`config.mk`:
```
export PLATFORM = sky130hd
export DESIGN_NAME = sha256_job_scheduler
export DESIGN_NICKNAME = d
export VERILOG_FILES = /design/src/rtl/sha256_job_scheduler.sv
export SDC_FILE = /design/constraint.sdc
export NUM_CORES = 1
export LEC_CHECK = 0
export ABC_AREA = 0
export BUFFER_PORTS_ARGS = -buffer_cell sky130_fd_sc_hd__buf_2
export CAP_MARGIN = 20
export CORE_MARGIN = 2
export CORE_UTILIZATION = 45
export CTS_CLUSTER_DIAMETER = 200
export CTS_CLUSTER_SIZE = 16
export DETAILED_ROUTE_END_ITERATION = 10
export PLACE_DENSITY = 0.7
export SLEW_MARGIN = 20
export SYNTH_ARGS = -nofsm -noshare
export SYNTH_HDL_FRONTEND = slang
export SYNTH_SLANG_ARGS = --single-unit
export TNS_END_PERCENT = 100
```
`constraint.sdc`:
```
create_clock -name clk -period 2.8 [get_ports clk]
set_input_delay 0.28 -clock clk [delete_from_list [all_inputs] [get_ports clk]]
set_output_delay 0.28 -clock clk [all_outputs]
set_load 0.05 [all_outputs]
```
`src/rtl/sha256_job_scheduler.sv`:
```
`default_nettype none
// sha256_job_scheduler -- round-robin dispatch of hash jobs to NUM_CORES cores, (tag, core) completion FIFO.
// Rev 1.0
module sha256_job_scheduler #(
  parameter int NUM_CORES = 4,
  parameter int TAG_W     = 8,
  parameter int CPL_DEPTH = 4
) (
  input  logic                    clk,
  input  logic                    reset_n,
  input  logic                    job_valid,
  output logic                    job_ready,
  input  logic [15:0]             job_msg_addr,
  input  logic [15:0]             job_out_addr,
  input  logic [TAG_W-1:0]        job_tag,
  output logic [NUM_CORES-1:0]    core_start,
  output logic [16*NUM_CORES-1:0] core_msg_addr,
  output logic [16*NUM_CORES-1:0] core_out_addr,
  input  logic [NUM_CORES-1:0]    core_done,
  output logic                    cpl_valid,
  input  logic                    cpl_ready,
  output logic [TAG_W-1:0]        cpl_tag,
  output logic [3:0]              cpl_core,
  output logic [4:0]              busy_count
);

  localparam int IDX_W = (NUM_CORES > 1) ? $clog2(NUM_CORES) : 1;
  localparam int PTR_W = $clog2(CPL_DEPTH);
  localparam logic [PTR_W:0]   DEPTH_L = CPL_DEPTH[PTR_W:0];
  localparam logic [IDX_W-1:0] LAST_L  = IDX_W'(NUM_CORES - 1);

  typedef enum logic [2:0] {
    S_FREE     = 3'd0,
    S_LAUNCH   = 3'd1,
    S_WAIT_ACK = 3'd2,
    S_RUN      = 3'd3,
    S_CPL      = 3'd4
  } core_state_t;

  core_state_t          state     [NUM_CORES];
  core_state_t          state_nxt [NUM_CORES];
  logic [15:0]          slot_msg  [NUM_CORES];
  logic [15:0]          slot_out  [NUM_CORES];
  logic [TAG_W-1:0]     slot_tag  [NUM_CORES];
  logic [TAG_W-1:0]     fifo_tag  [CPL_DEPTH];
  logic [3:0]           fifo_core [CPL_DEPTH];

  logic [NUM_CORES-1:0] is_free;
  logic [NUM_CORES-1:0] is_cpl;
  logic [IDX_W-1:0]     rr_ptr;
  logic [IDX_W-1:0]     grant_idx;
  logic [IDX_W-1:0]     push_idx;
  logic [IDX_W-1:0]     scan_idx;
  logic                 grant_any;
  logic                 cpl_any;
  logic                 accept;
  logic                 push;
  logic                 pop;
  logic [PTR_W:0]       count;
  logic [PTR_W-1:0]     wr_ptr;
  logic [PTR_W-1:0]     rd_ptr;

  always_comb begin
    core_start = '0;
    is_free    = '0;
    is_cpl     = '0;
    busy_count = '0;
    for (int k = 0; k < NUM_CORES; k++) begin
      core_start[k] = (state[k] == S_LAUNCH);
      is_free[k]    = (state[k] == S_FREE);
      is_cpl[k]     = (state[k] == S_CPL);
      if (state[k] != S_FREE) busy_count = busy_count + 5'd1;
    end
  end

  // Held low during reset so the host never sees a grant before the array is idle.
  assign job_ready = reset_n & (|is_free);
  assign accept    = job_valid & job_ready & grant_any;

  always_comb begin
    grant_any = 1'b0;
    grant_idx = '0;
    scan_idx  = '0;
    for (int k = 0; k < NUM_CORES; k++) begin
      scan_idx = (int'(rr_ptr) + k >= NUM_CORES) ? IDX_W'(int'(rr_ptr) + k - NUM_CORES)
                                                 : IDX_W'(int'(rr_ptr) + k);
      if (!grant_any && is_free[scan_idx]) begin
        grant_any = 1'b1;
        grant_idx = scan_idx;
      end
    end
  end

  always_comb begin
    cpl_any  = 1'b0;
    push_idx = '0;
    for (int k = NUM_CORES - 1; k >= 0; k--) begin
      if (is_cpl[k]) begin
        cpl_any  = 1'b1;
        push_idx = IDX_W'(k);
      end
    end
  end

  assign cpl_valid = (count != '0);
  assign pop       = cpl_valid & cpl_ready;
  // A full FIFO still accepts a push when the head leaves in the same cycle.
  assign push      = cpl_any & ((count < DEPTH_L) | pop);

  always_comb begin
    for (int k = 0; k < NUM_CORES; k++) begin
      state_nxt[k] = state[k];
      case (state[k])
        S_FREE:     if (accept && grant_idx == IDX_W'(k)) state_nxt[k] = S_LAUNCH;
        S_LAUNCH:   state_nxt[k] = S_WAIT_ACK;
        S_WAIT_ACK: if (!core_done[k]) state_nxt[k] = S_RUN;
        S_RUN:      if (core_done[k]) state_nxt[k] = S_CPL;
        S_CPL:      if (push && push_idx == IDX_W'(k)) state_nxt[k] = S_FREE;
        default:    state_nxt[k] = S_FREE;
      endcase
    end
  end

  always_ff @(posedge clk or negedge reset_n) begin
    if (!reset_n) begin
      rr_ptr <= '0;
      for (int k = 0; k < NUM_CORES; k++) begin
        state[k]    <= S_FREE;
        slot_msg[k] <= '0;
        slot_out[k] <= '0;
        slot_tag[k] <= '0;
      end
    end else begin
      for (int k = 0; k < NUM_CORES; k++) state[k] <= state_nxt[k];
      if (accept) begin
        slot_msg[grant_idx] <= job_msg_addr;
        slot_out[grant_idx] <= job_out_addr;
        slot_tag[grant_idx] <= job_tag;
        rr_ptr              <= (grant_idx == LAST_L) ? '0 : grant_idx + 1'b1;
      end
    end
  end

  always_ff @(posedge clk or negedge reset_n) begin
    if (!reset_n) begin
      wr_ptr <= '0;
      rd_ptr <= '0;
      count  <= '0;
      for (int k = 0; k < CPL_DEPTH; k++) begin
        fifo_tag[k]  <= '0;
        fifo_core[k] <= '0;
      end
    end else begin
      if (push) begin
        fifo_tag[wr_ptr]  <= slot_tag[push_idx];
        fifo_core[wr_ptr] <= 4'(push_idx);
        wr_ptr            <= wr_ptr + 1'b1;
      end
      if (pop) rd_ptr <= rd_ptr + 1'b1;
      if (push && !pop)      count <= count + 1'b1;
      else if (pop && !push) count <= count - 1'b1;
    end
  end

  assign cpl_tag  = fifo_tag[rd_ptr];
  assign cpl_core = fifo_core[rd_ptr];

  for (genvar i = 0; i < NUM_CORES; i++) begin : g_pack
    assign core_msg_addr[16*i +: 16] = slot_msg[i];
    assign core_out_addr[16*i +: 16] = slot_out[i];
  end

endmodule
`default_nettype wire
```
# Yosys cells after proc, flatten, opt, wreduce, memory -nomap -nowiden
# Index checks and enable logic that the tools add are counted.
# word_totals
reg_bits	229
word_cells	220
out_inout_bits	151
input_bits	48
# classes
n_addsub	15
n_reduce_logical	37
eq_ne	38
magnitude_cmp	15
bitwise	10
muxes	77
# ops
operator	n
bitwise mux 64 bit	2
bitwise mux 32 bit	2
one-hot mux 3 bit (5 select lines)	4
2-to-1 mux 3 bit	18
2-to-1 mux 8 bit	6
binary-select mux 8 bit (select 2 bit)	2
demux 16 bit (select 2 bit)	1
demux 8 bit (select 2 bit)	2
2-to-1 mux 2 bit	13
equality test 3 x 2 -> 1 bit (second input constant)	8
>= comparator 3 bit (second input constant)	7
bitwise mux 16 bit	1
2-to-1 mux 16 bit	1
!= test 2 x 1 -> 1 bit (second input constant)	8
!= test 2 bit (second input constant)	8
AND reduction 4 bit	4
adder 5 x 1 -> 5 bit (second input constant)	3
logical AND 1 bit	15
2-to-1 mux 5 bit	3
nonzero test 3 bit	5
2-to-1 mux 1 bit	13
equality test 3 x 1 -> 1 bit (second input constant)	4
equality test 3 bit (second input constant)	4
logical NOT 3 bit	4
23 further kinds	54

# Logic depth before layout (Yosys ltp)
# Gate-level depths: netlist of run 1.
# logic_depth
depth_word	20
mapped_depth	11
depth_no_buf	10

# Least setup slack after synthesis of run 1
# Ideal clock, no wire load.
# synth_path
kind	register -> output
start	register state[10] in the netlist's numbering
end	output busy_count[2]
setup_slack_ps	16
arrival_time_ps	2504
required_time_ps	2520
stages_incl_launch_ff	9
n_path_buf	2
path_cell_list	dfrtp_1 -> buf_4 -> or3_1 -> clkbuf_2 -> ha_1 -> xnor2_1 -> ha_1 -> nand2_1 -> xor2_1
# synth_via
elab_chain_cells	8
# synth_rtl
item	line	rtl
from (decl)	40	core_state_t state [NUM_CORES];
from (signal, indexed assignment)	128	state[k] <= S_FREE;
nonzero test 3 bit *	72	if (state[k] != S_FREE) busy_count = busy_count + 5'd1;
2-to-1 mux 1 bit *	72	
adder 5 x 1 -> 5 bit	72	
2-to-1 mux 5 bit *	72	
adder 5 x 1 -> 5 bit	72	
2-to-1 mux 5 bit *	72	
adder 5 x 1 -> 5 bit	72	
2-to-1 mux 5 bit *	72	
to (decl)	24	output logic [4:0] busy_count
# Every way passes the cells marked *; elsewhere a longest branch is shown, timed or not.

# Worst setup path after layout of run 1
# layout_path
start	register state[10] in the netlist's numbering
end	output busy_count[1]
# The elaborated chain is that of the path after synthesis.

==> results by group, run 1 <==
Min path
  • Min-delay src: core_done[2]
  • Hold path cells: 2
  • Hold Path End: state[3]$_DFFE_PN0P_
  • HP Class: primary input to flip-flop

Cells and area
  • Final Net Count: 965
  • Post-layout util: 54.82%
  • Area grow syn2layout: 20.45%
  • Share of layout cells above drive strength 1: about 51%

Yosys
  • Post-synth ARST share: 100.0%
  • Synth top cells by count: dfrtp_1, mux2_4, mux2_2
  • Avg Synthesized Cell Area: 14.43 µm²
  • Top-count cell post-synth: dfrtp_1
  • Synth cell types: 48
  • Top_reg_cell synth: dfrtp_1
  • Top cells by area, synth: dfrtp_1, mux2_4, mux2_2
  • Yosys Warn Count: 0
  • Netlist Area Pre-Place: roughly 0.0099 mm²
  • Cells after Synth: slightly below 700
  • Yosys reg bits: about 220
  • Sequential cell area fraction in the yosys report: 56.03%
  • EDFF count, synth: 0
  • Top cell type's share of synthesized area: about 56%
  • Cell taking the most area after synthesis: dfrtp_1

Critical path
  • Reg2Reg Depth: 9
  • Crit path launch type: flip-flop
  • CP Buf/Inv Count: 2
  • Slowest stage delay, CP: ~0.40 ns
  • Slowest cell on the critical path: or3_4
  • Crit Path Class: flip-flop to output port
  • CP cell instances: or3_4 > buf_6 > ha_4 > xnor2_4 > ha_1 > mux2_2 > buf_8
  • R2R Path Start: state[6]$_DFFE_PN0P_
  • Crit-path max FO: 2
  • Worst setup EP type: output port
  • Delay-heaviest family, CP: adder cells
  • Worst reg2reg path endpoint: core_out_addr[36]$_DFFE_PN0P_
  • FF-to-FF setup slack: roughly 0.15 ns
  • CP Data Required Time: around 2.5 ns
  • Critical path arrival: roughly 2.5 ns

Clock network
  • # clock sinks: 221
  • CTS Buffer Depth: 3
  • Clk_lat worst skew: around 0.48 ns
  • Root Buffer Master: clkbuf_16
  • H-Tree Depth: 1
  • Clock-pin slew on the worst setup and hold paths: around 0.070 ns
  • CTS Buf Count: 17
  • CTS tree: built

Global route
  • Initial antenna violation count: 2
  • Global-route wire length before repair: ~37000 µm
  • Grt ovf: 0
  • Largest net degree at the start of global routing: between 100 and 150
  • GRT Total Usage: slightly below 20%
  • Vias in the first global route: between 6000 and 7000

Routing
  • Vias: 6379
  • DR vias/cell: 5.388
  • DRT iter0 DRCs: between 300 and 400
  • TritonRoute pass-1 iters: 4
  • ANT nets after route: 0
  • DRC viols: 0
  • Avg WL per Cell: 19.05 µm
  • Total detailed-routing wirelength: between 20000 and 25000 µm

Run status
  • Status: completed

Placement
  • IO buf count: just under 200
  • DP HPWL: about 15000 µm
  • GP Congestion: 0.8035

Die
  • Die Y: 152.1 µm
  • Rows: 54
  • Core area: around 0.022 mm²
  • DIE AREA: 0.02314 mm²
  • Initial Util: a little under half
  • Io pins: 199
  • Die X: around 150 µm

STA
  • Slew Viols, Final: 0
  • Tmin final: ~2.8 ns
  • Worst hold slack: between 0.02 and 0.025 ns
  • Clock Skew: 0.01150 ns
  • Setup TNS: 0 ns
  • RSZ-0062 raised after global routing: yes
  • F_max: approximately 360 MHz
  • Fin crit share: between 90 and 100%
  • Finish-stage setup viols: 0
  • Slew HR: roughly 53%
  • Worst-Margin Slew: just over 0.7 ns
  • Final Hold Fails: 0

Job
  • Number of max-cap violations: 0
## cell type report
type	count	area (µm²)
tap	280	350.3
clock buffer	17	425.4
sequential	221	5530
multi-input combinational	413	4061
clock inverter	1	5.005
fill	1830	9799
antenna	1	2.502
timing repair buffer	241	1473
inverter	10	41.29
## worst max path at each step
stage	slack, ns	endpoint	depth (start not counted)	start
after CTS	0.00006	busy_count[1]	7	state[10]$_DFFE_PN0P_
final	0.03	busy_count[1]	7	state[10]$_DFFE_PN0P_
after floorplan	0.02	busy_count[2]	8	state[10]$_DFFE_PN0P_
after detailed placement	0.09	core_out_addr[36]$_DFFE_PN0P_	9	state[7]$_DFFE_PN0P_
after global routing	-0.04	busy_count[1]	8	state[6]$_DFFE_PN0P_
after global placement	0.13	core_out_addr[35]$_DFFE_PN0P_	9	state[7]$_DFFE_PN0P_
## cell usage in the layout (no fill, tap or decap), drive strengths merged, types with 8 or more instances in the layout
| cell | n |
|---|---|
| o21ai | 13 |
| clkbuf | 17 |
| inv | 9 |
| dfrtp | 221 |
| mux2 | 168 |
| nor2 | 8 |
| nand2 | 19 |
| ha | 12 |
| a31oi | 36 |
| a21oi | 54 |
| nand4 | 10 |
| a21o | 8 |
| buf | 240 |
| mux4 | 10 |
| and2 | 8 |
## stage by stage
stage          setup WS [ns]  area [µm²]  cells
3_3_place_gp          0.1305       11360   1163
6_report             0.02771       11890   1184
4_1_cts           0.00005751       11840   1182
2_1_floorplan        0.01591        9882    687
3_5_place_dp         0.08961       11360   1163
5_1_grt             -0.03913       11890   1184
## layer usage
layer / GRT usage [%] / part of all wire, %
met5: 0 / 0.031
met4: 3.649 / 1.2
met3: 5.505 / 7.9
met2: 31.40 / 47
met1: 26.92 / 44
## sequential cells by signal, indices dropped and copies added (netlist names)
register,cells
core_msg_addr,64
core_out_addr,64
fifo_tag,32
count,3
fifo_core,8
rr_ptr,2
rd_ptr,2
slot_tag,32
state,12
wr_ptr,2
## worst register-to-register path, delay by kind of cell (launching register included)
| kind | cells | cell delay, ns |
|---|---|---|
| mux | 1 | 0.38 |
| buf+inv | 2 | 0.36 |
| compound gates | 3 | 0.64 |
| simple gates | 2 | 0.49 |
| flops | 1 | 0.38 |
| fa+ha+maj | 1 | 0.28 |
## timing repair
action / CTS / global route
pin swaps: 2 / 2
gates cloned: 0 / 0
setup buffers: 1 / 1
hold buffers: 1 / 0
hold endpoints to repair: 29 / 0
endpoints found under the setup margin: 3 / 145
gates resized for setup: 8 / 9
## cell families (layout without fill, tap and decap cells)
| family | after synthesis | in the layout | share of synthesized area (%) |
|---|---|---|---|
| compound gates | 132 | 132 | 8.810 |
| xor+xnor | 9 | 9 | 0.7986 |
| fa+ha+maj | 13 | 13 | 1.724 |
| buf+inv | 53 | 269 | 3.498 |
| flops | 221 | 221 | 56.03 |
| mux | 179 | 179 | 24.86 |
| other cells | 1 | 5 | 0.03799 |
| simple gates | 76 | 76 | 4.247 |
Power of run 1 is not shown: default switching activity piles up to over one toggle a cycle in this logic, so the estimate is an artifact.
==> inputs of run 2 (changes only) <==
CORE_UTILIZATION = 50   (was 45)
PLACE_DENSITY = 0.77   (was 0.7)
==> run 2 against run 1 <==
The run now ends with negative setup slack left. Die area decreased by 9.7%. Register-to-register slack got worse by 0.04 ns. Design area increased by 0.31%. Clock skew increased by 0.0066 ns. Hold slack improved by 0.021 ns. Global-route usage increased by 2.7 points.
==> results by group, run 2 (synthesis gave the netlist of run 1 again) <==
Cells and area
  • Post-layout util: 61.47% (+6.7 points)
  • Design area: 0.01193 mm² (+0.31%)
  • Highest-count cells in the layout ignoring fill and taps: dfrtp_1, buf_2, mux2_4
  • Ant diodes: 0 (-1)
  • Final Net Count: 973 (+0.83%)
  • Final-layout fill cell count: 1518 (-17%)
  • Fin cells: 1177 (-0.59%)
  • Share of layout cells above drive strength 1: 50.77% (+0.16 points)
  • Commonest non-fill, non-tap cell in the layout: dfrtp_1
  • Area grow syn2layout: 20.81%

Placement
  • Placed cell count: 1151 (-1.0%)
  • IO buf count: 194 (unchanged)
  • Placed cell areas: 0.01133 mm² (-0.19%)
  • DP HPWL: 15890 µm (+3.0%)
  • GP Congestion: 0.8471 (+5.4%)

Critical path
  • Worst reg2reg path endpoint: core_out_addr[32]$_DFFE_PN0P_
  • Critical path startpoint: state[7]$_DFFE_PN0P_
  • CP cell instances: or3_4 > buf_6 > ha_4 > xnor2_4 > ha_1 > mux2_4 > buf_8
  • Slowest cell on the critical path: or3_4
  • Worst setup EP type: output port
  • Crit-path max FO: 2 (unchanged)
  • Critical path arrival: 2.54 ns (+0.05 ns)
  • Cell depth of the worst setup path: 7 (unchanged)
  • Delay-heaviest family, CP: adder cells
  • Crit Path Class: flip-flop to output port
  • Worst setup endpoint: busy_count[1]
  • CP Buf/Inv Count: 2 (unchanged)
  • Crit path launch type: flip-flop
  • CP Data Required Time: 2.52 ns (about the same)
  • R2R Path Start: state[7]$_DFFE_PN0P_
  • Slowest stage delay, CP: 0.40 ns (about the same)
  • FF-to-FF setup slack: 0.11 ns (-0.04 ns)
  • Reg2Reg Depth: 10 (+1)

Global route
  • Largest net degree at the start of global routing: 78 (-30%)
  • Vias in the first global route: 6715 (+0.060%)
  • Initial antenna violation count: 0 (-2)
  • Grt ovf: 0 (unchanged)
  • Global-route wire length before repair: 36510 µm (-1.6%)
  • GRT Total Usage: 22.21% (+2.7 points)

Run status
  • Status: complete, but fails checks
  • Failing checks: negative setup slack

STA
  • RSZ-0062 raised after global routing: yes
  • Final Hold Fails: 0 (unchanged)
  • Slew Viols, Final: 0 (unchanged)
  • Finish-stage setup viols: 1 (+1)
  • Clock Skew: 0.01807 ns (+0.006564 ns)
  • F_max: 354.7 MHz (-1.7%)
  • Setup WS post-layout: -0.01929 ns (-0.04701 ns)
  • Worst-Margin Slew: 0.9618 ns (+0.2533 ns)
  • Tmin final: 2.819 ns (+0.04701 ns)
  • Slew HR: 35.88% (-17 points)
  • Fin crit share: 100.7% (+1.7 points)
  • Worst hold slack: 0.04551 ns (+0.02056 ns)

Die
  • Rows: 51 (-5.6%)
  • Core area: 0.01940 mm² (-11%)
  • Io pins: 199 (unchanged)
  • Die X: 144.5 µm (-5.0%)
  • Initial Util: 50.88% (+5.4 points)
  • Die Y: 144.5 µm (-5.0%)
  • DIE AREA: 0.02088 mm² (-9.7%)

Clock network
  • CTS Buffer Depth: 3 (unchanged)
  • Root Buffer Master: clkbuf_16
  • CTS Buf Count: 17 (unchanged)
  • H-Tree Depth: 1 (unchanged)
  • CTS tree: built
  • Clk_lat worst skew: 0.49 ns (about the same)
  • Clock-pin slew on the worst setup and hold paths: 0.08 ns (about the same)
  • # clock sinks: 221 (unchanged)

Routing
  • Total detailed-routing wirelength: 23170 µm (+2.7%)
  • Avg WL per Cell: 19.69 µm (+3.3%)
  • Vias: 6540 (+2.5%)
  • DRC viols: 0 (unchanged)
  • ANT nets after route: 0 (unchanged)
  • TritonRoute pass-1 iters: 4 (unchanged)
  • DR vias/cell: 5.556 (+3.1%)
  • DRT iter0 DRCs: 344 (+4.9%)

Min path
  • HP Class: primary input to flip-flop

Job
  • Number of max-cap violations: 0 (unchanged)
[run 2: layer usage]
| metal | share of wire [%] | global-route usage [%] | vias up |
|---|---|---|---|
| met5 | 0 | 0 | - |
| met4 | 1.5 | 4.803 | 0 |
| met3 | 7.4 | 5.497 | 30 |
| met2 | 49 | 36.72 | 215 |
| met1 | 42 | 29.96 | 3361 |
| li1 | - | - | 2934 |
[run 2: what timing repair did]
| item | 4_1_cts | 5_1_grt |
|---|---|---|
| setup endpoints to repair | 2 | 73 |
| hold buffers | 2 | 0 |
| gates resized for setup | 7 | 8 |
| pin swaps | 1 | 3 |
| hold endpoints to repair | 20 | 0 |
| setup buffers | 0 | 4 |
| gates cloned | 0 | 1 |
[run 2: per-stage QoR]
stage,setup TNS (ns),setup WS [ns]
after floorplan,0,0.01591
after global placement,0,0.1637
after detailed placement,0,0.1100
after CTS,-0.01571,-0.01571
after global routing,-0.1292,-0.07831
final,-0.01929,-0.01929
[run 2: cell type report]
| class | instances | area, µm² | area share (%) |
|---|---|---|---|
| clock buffer | 17 | 425.4 | 3.567 |
| clock inverter | 2 | 13.76 | 0.1154 |
| inverter | 10 | 37.54 | 0.3148 |
| multi-input combinational | 413 | 4063 | 34.07 |
| sequential | 221 | 5530 | 46.37 |
| tap | 265 | 331.6 | 2.780 |
| timing repair buffer | 249 | 1524 | 12.78 |
[run 2: worst min-delay path by stage]
stage                       startpoint                            to  depth (start not counted)
after global routing      core_done[2]          state[3]$_DFFE_PN0P_                          2
after global placement         reset_n          count[0]$_DFFE_PN0P_                          1
after CTS                 core_done[1]          state[7]$_DFFE_PN0P_                          2
after detailed placement       reset_n          count[0]$_DFFE_PN0P_                          1
after floorplan                reset_n  core_msg_addr[0]$_DFFE_PN0P_                          0
final                     core_done[2]          state[3]$_DFFE_PN0P_                          2
Power of run 2 is left out for the same reason.
==> inputs of run 3 (changes only) <==
--- a/config.mk
+++ b/config.mk
@@ -15,4 +15,5 @@
 export DETAILED_ROUTE_END_ITERATION = 10
 export PLACE_DENSITY = 0.77
+export SKIP_LAST_GASP = 1
 export SLEW_MARGIN = 20
 export SYNTH_ARGS = -nofsm -noshare
==> constraint.sdc (replaced) <==
create_clock -name clk -period 2.8 [get_ports clk]
set_input_delay 0.28 -clock clk [delete_from_list [all_inputs] [get_ports clk]]
set_output_delay 0.28 -clock clk [all_outputs]
set_load 0.01 [all_outputs]
==> run 3 against run 2 <==
The flow now finishes without violations. Global-route usage down 0.72 points. First-iteration DRC count down 22%. Highest routed layer unchanged. Non-clock buffer count down 15. Design area down 1.2%. Register-to-register slack better by 0.08 ns. Sequential share of layout area up 0.57 points. Cell count down 1.3%. Hold slack worse by 0.0098 ns.
==> results by group, run 3 (synthesis gave the netlist of run 1 again) <==
Critical path
  • Crit path launch type: flip-flop
  • FF-to-FF setup slack: 0.19 ns (+0.08 ns)
  • Worst reg2reg path endpoint: core_msg_addr[12]$_DFFE_PN0P_
  • Crit-path max FO: 2 (unchanged)
  • Crit Path Class: flip-flop to output port
  • Worst setup EP type: output port
  • Critical path arrival: 2.46 ns (-0.08 ns)
  • CP cell instances: or3_4 > buf_6 > ha_4 > xnor2_4 > ha_1 > mux2_2 > buf_2
  • Slowest cell on the critical path: or3_4
  • Reg2Reg Depth: 8 (-2)
  • Slowest stage delay, CP: 0.40 ns (about the same)
  • CP Data Required Time: 2.52 ns (about the same)
  • R2R Path Start: state[11]$_DFFE_PN0P_

Placement
  • Placement Setup Slack: 0.07284 ns (-0.03721 ns)
  • IO buf count: 194 (unchanged)
  • Placed cell count: 1139 (-1.0%)
  • GP Congestion: 0.7870 (-7.1%)
  • DP HPWL: 15560 µm (-2.1%)

Min path
  • Hold path cells: 2 (unchanged)
  • Min-delay src: core_done[1]
  • HP Class: primary input to flip-flop
  • Hold Path End: state[6]$_DFFE_PN0P_

STA
  • Clock Skew: 0.01564 ns (-0.002426 ns)
  • Worst hold slack: 0.03568 ns (-0.009829 ns)
  • F_max: 365.0 MHz (+2.9%)
  • Final Hold Fails: 0 (unchanged)
  • Finish-stage setup viols: 0 (-1)
  • Slew HR: 50.18% (+14 points)
  • Tmin final: 2.739 ns (-0.07992 ns)
  • Slew Viols, Final: 0 (unchanged)
  • Fin crit share: 97.83% (-2.9 points)
  • Setup WS post-layout: 0.06062 ns (+0.07992 ns)
  • Worst-Margin Slew: 0.7473 ns (-0.2145 ns)
  • Setup TNS: 0 ns (+0.01929 ns)
  • RSZ-0062 raised after global routing: no

Clock network
  • CTS Buffer Depth: 3 (unchanged)
  • Clock-pin slew on the worst setup and hold paths: 0.07 ns (about the same)
  • CTS Buf Count: 17 (unchanged)
  • CTS tree: built
  • # clock sinks: 221 (unchanged)
  • Clk_lat worst skew: 0.50 ns (about the same)
  • Root Buffer Master: clkbuf_16
  • H-Tree Depth: 1 (unchanged)

Power
  • Power Dens Cells: 1241 mW/mm²
  • Total power: about 15 mW
  • Peak supply drop: approximately 0.73 mV
  • Lkg Pwr: approximately 5.9 nW

Routing
  • ANT nets after route: 0 (unchanged)
  • TritonRoute pass-1 iters: 5 (+1)
  • DR vias/cell: 5.518 (-0.69%)
  • Avg WL per Cell: 19.32 µm (-1.8%)
  • Vias: 6412 (-2.0%)
  • Total detailed-routing wirelength: 22450 µm (-3.1%)
  • DRC viols: 0 (unchanged)
  • DRT iter0 DRCs: 267 (-22%)

Cells and area
  • Commonest non-fill, non-tap cell in the layout: dfrtp_1
  • Final-layout fill cell count: 1533 (+0.99%)
  • Area grow syn2layout: 19.36%
  • Fin cells: 1162 (-1.3%)
  • Final Net Count: 958 (-1.5%)
  • Share of layout cells above drive strength 1: 50.06% (-0.71 points)
  • Ant diodes: 0 (unchanged)
  • Highest-count cells in the layout ignoring fill and taps: dfrtp_1, buf_2, mux2_4

Job
  • Number of max-cap violations: 0 (unchanged)

Global route
  • Global-route wire length before repair: 35440 µm (-2.9%)
  • Grt ovf: 0 (unchanged)
  • Largest net degree at the start of global routing: 126 (+62%)
  • GRT Total Usage: 21.49% (-0.72 points)
  • Initial antenna violation count: 0 (unchanged)
  • Vias in the first global route: 6614 (-1.5%)

Die
  • Core area: 0.01940 mm² (unchanged)
  • Rows: 51 (unchanged)
  • Initial Util: 50.88% (unchanged)
  • DIE AREA: 0.02088 mm² (unchanged)
  • Die Y: 144.5 µm (unchanged)
  • Die X: 144.5 µm (unchanged)
  • Io pins: 199 (unchanged)

Run status
  • Status: completed
==> run 3: cell count changes in the layout (fill, tap and decap cells not counted) <==
cell       previous run  this run
mux2_4               88        87
nor2_2                0         1
buf_2               191       193
mux2_2               80        81
nor2_1                8         7
buf_8                 2         1
clkbuf_16            18        17
buf_4                44        29
==> run 3: layer usage <==
| metal | GRT usage [%] | wire length [µm] | vias up |
|---|---|---|---|
| met1 | 29.19 | 9763 | 3251 |
| li1 | - | - | 2894 |
| met2 | 34.97 | 10780 | 241 |
| met4 | 5.416 | 340 | 0 |
| met5 | 0 | 0 | - |
| met3 | 5.265 | 1574 | 26 |
==> run 3: cell type report <==
type,count,area [µm²],area share [%]
multi-input cells,413,4061,34.47
repair buffers,234,1381,11.72
flip-flops and latches,221,5530,46.94
clock buffers,17,425.4,3.611
inverters,10,37.54,0.3186
clock inverters,2,13.76,0.1168
well taps,265,331.6,2.814
==> run 3: report_power, final <==
part	switching, mW	total, mW	internal [mW]	leakage, nW
clock network	1.08	2.17	1.09	0.218
logic	3.14	6.73	3.59	2.95
registers	0.980	5.72	4.74	2.72
total	5.20	14.6	9.42	5.89
==> run 3: how the worst max path moves through the flow <==
stage	end	slack, ns	start
2_1_floorplan	core_msg_addr[33]$_DFFE_PN0P_	0.15	state[7]$_DFFE_PN0P_
3_3_place_gp	core_msg_addr[33]$_DFFE_PN0P_	0.14	state[7]$_DFFE_PN0P_
3_5_place_dp	core_msg_addr[1]$_DFFE_PN0P_	0.07	state[7]$_DFFE_PN0P_
4_1_cts	busy_count[1]	0.006	state[7]$_DFFE_PN0P_
5_1_grt	busy_count[1]	0.002	state[6]$_DFFE_PN0P_
6_report	busy_count[1]	0.06	state[6]$_DFFE_PN0P_
==> run 3: repair_timing <==
| action | CTS | global route |
|---|---|---|
| endpoints found under the setup margin | 2 | 79 |
| endpoints found under the hold margin | 18 | 0 |
| buffers inserted | 0 | 2 |
| hold buffers | 2 | 0 |
| pin swaps | 2 | 1 |
| gates resized for setup | 6 | 5 |
==> run 3: critical path, delay by kind of cell, from the launching register on <==
kind,cells,cell delay [ns]
XOR/XNOR,1,0.13
buffers and inverters,2,0.27
flip-flops,1,0.38
multiplexers,1,0.26
adder cells (fa/ha/maj),2,0.53
AND/OR/NAND/NOR,1,0.40
==> run 3: through the flow <==
| stage | instance area (µm²) | util, % |
|---|---|---|
| floorplan | 9882 | - |
| global placement | 11240 | 57.97 |
| detailed placement | 11240 | 57.97 |
| CTS | 11740 | 60.50 |
| global route | 11780 | 60.73 |
| finish | 11780 | 60.73 |
(Power assumes the default switching activity.)
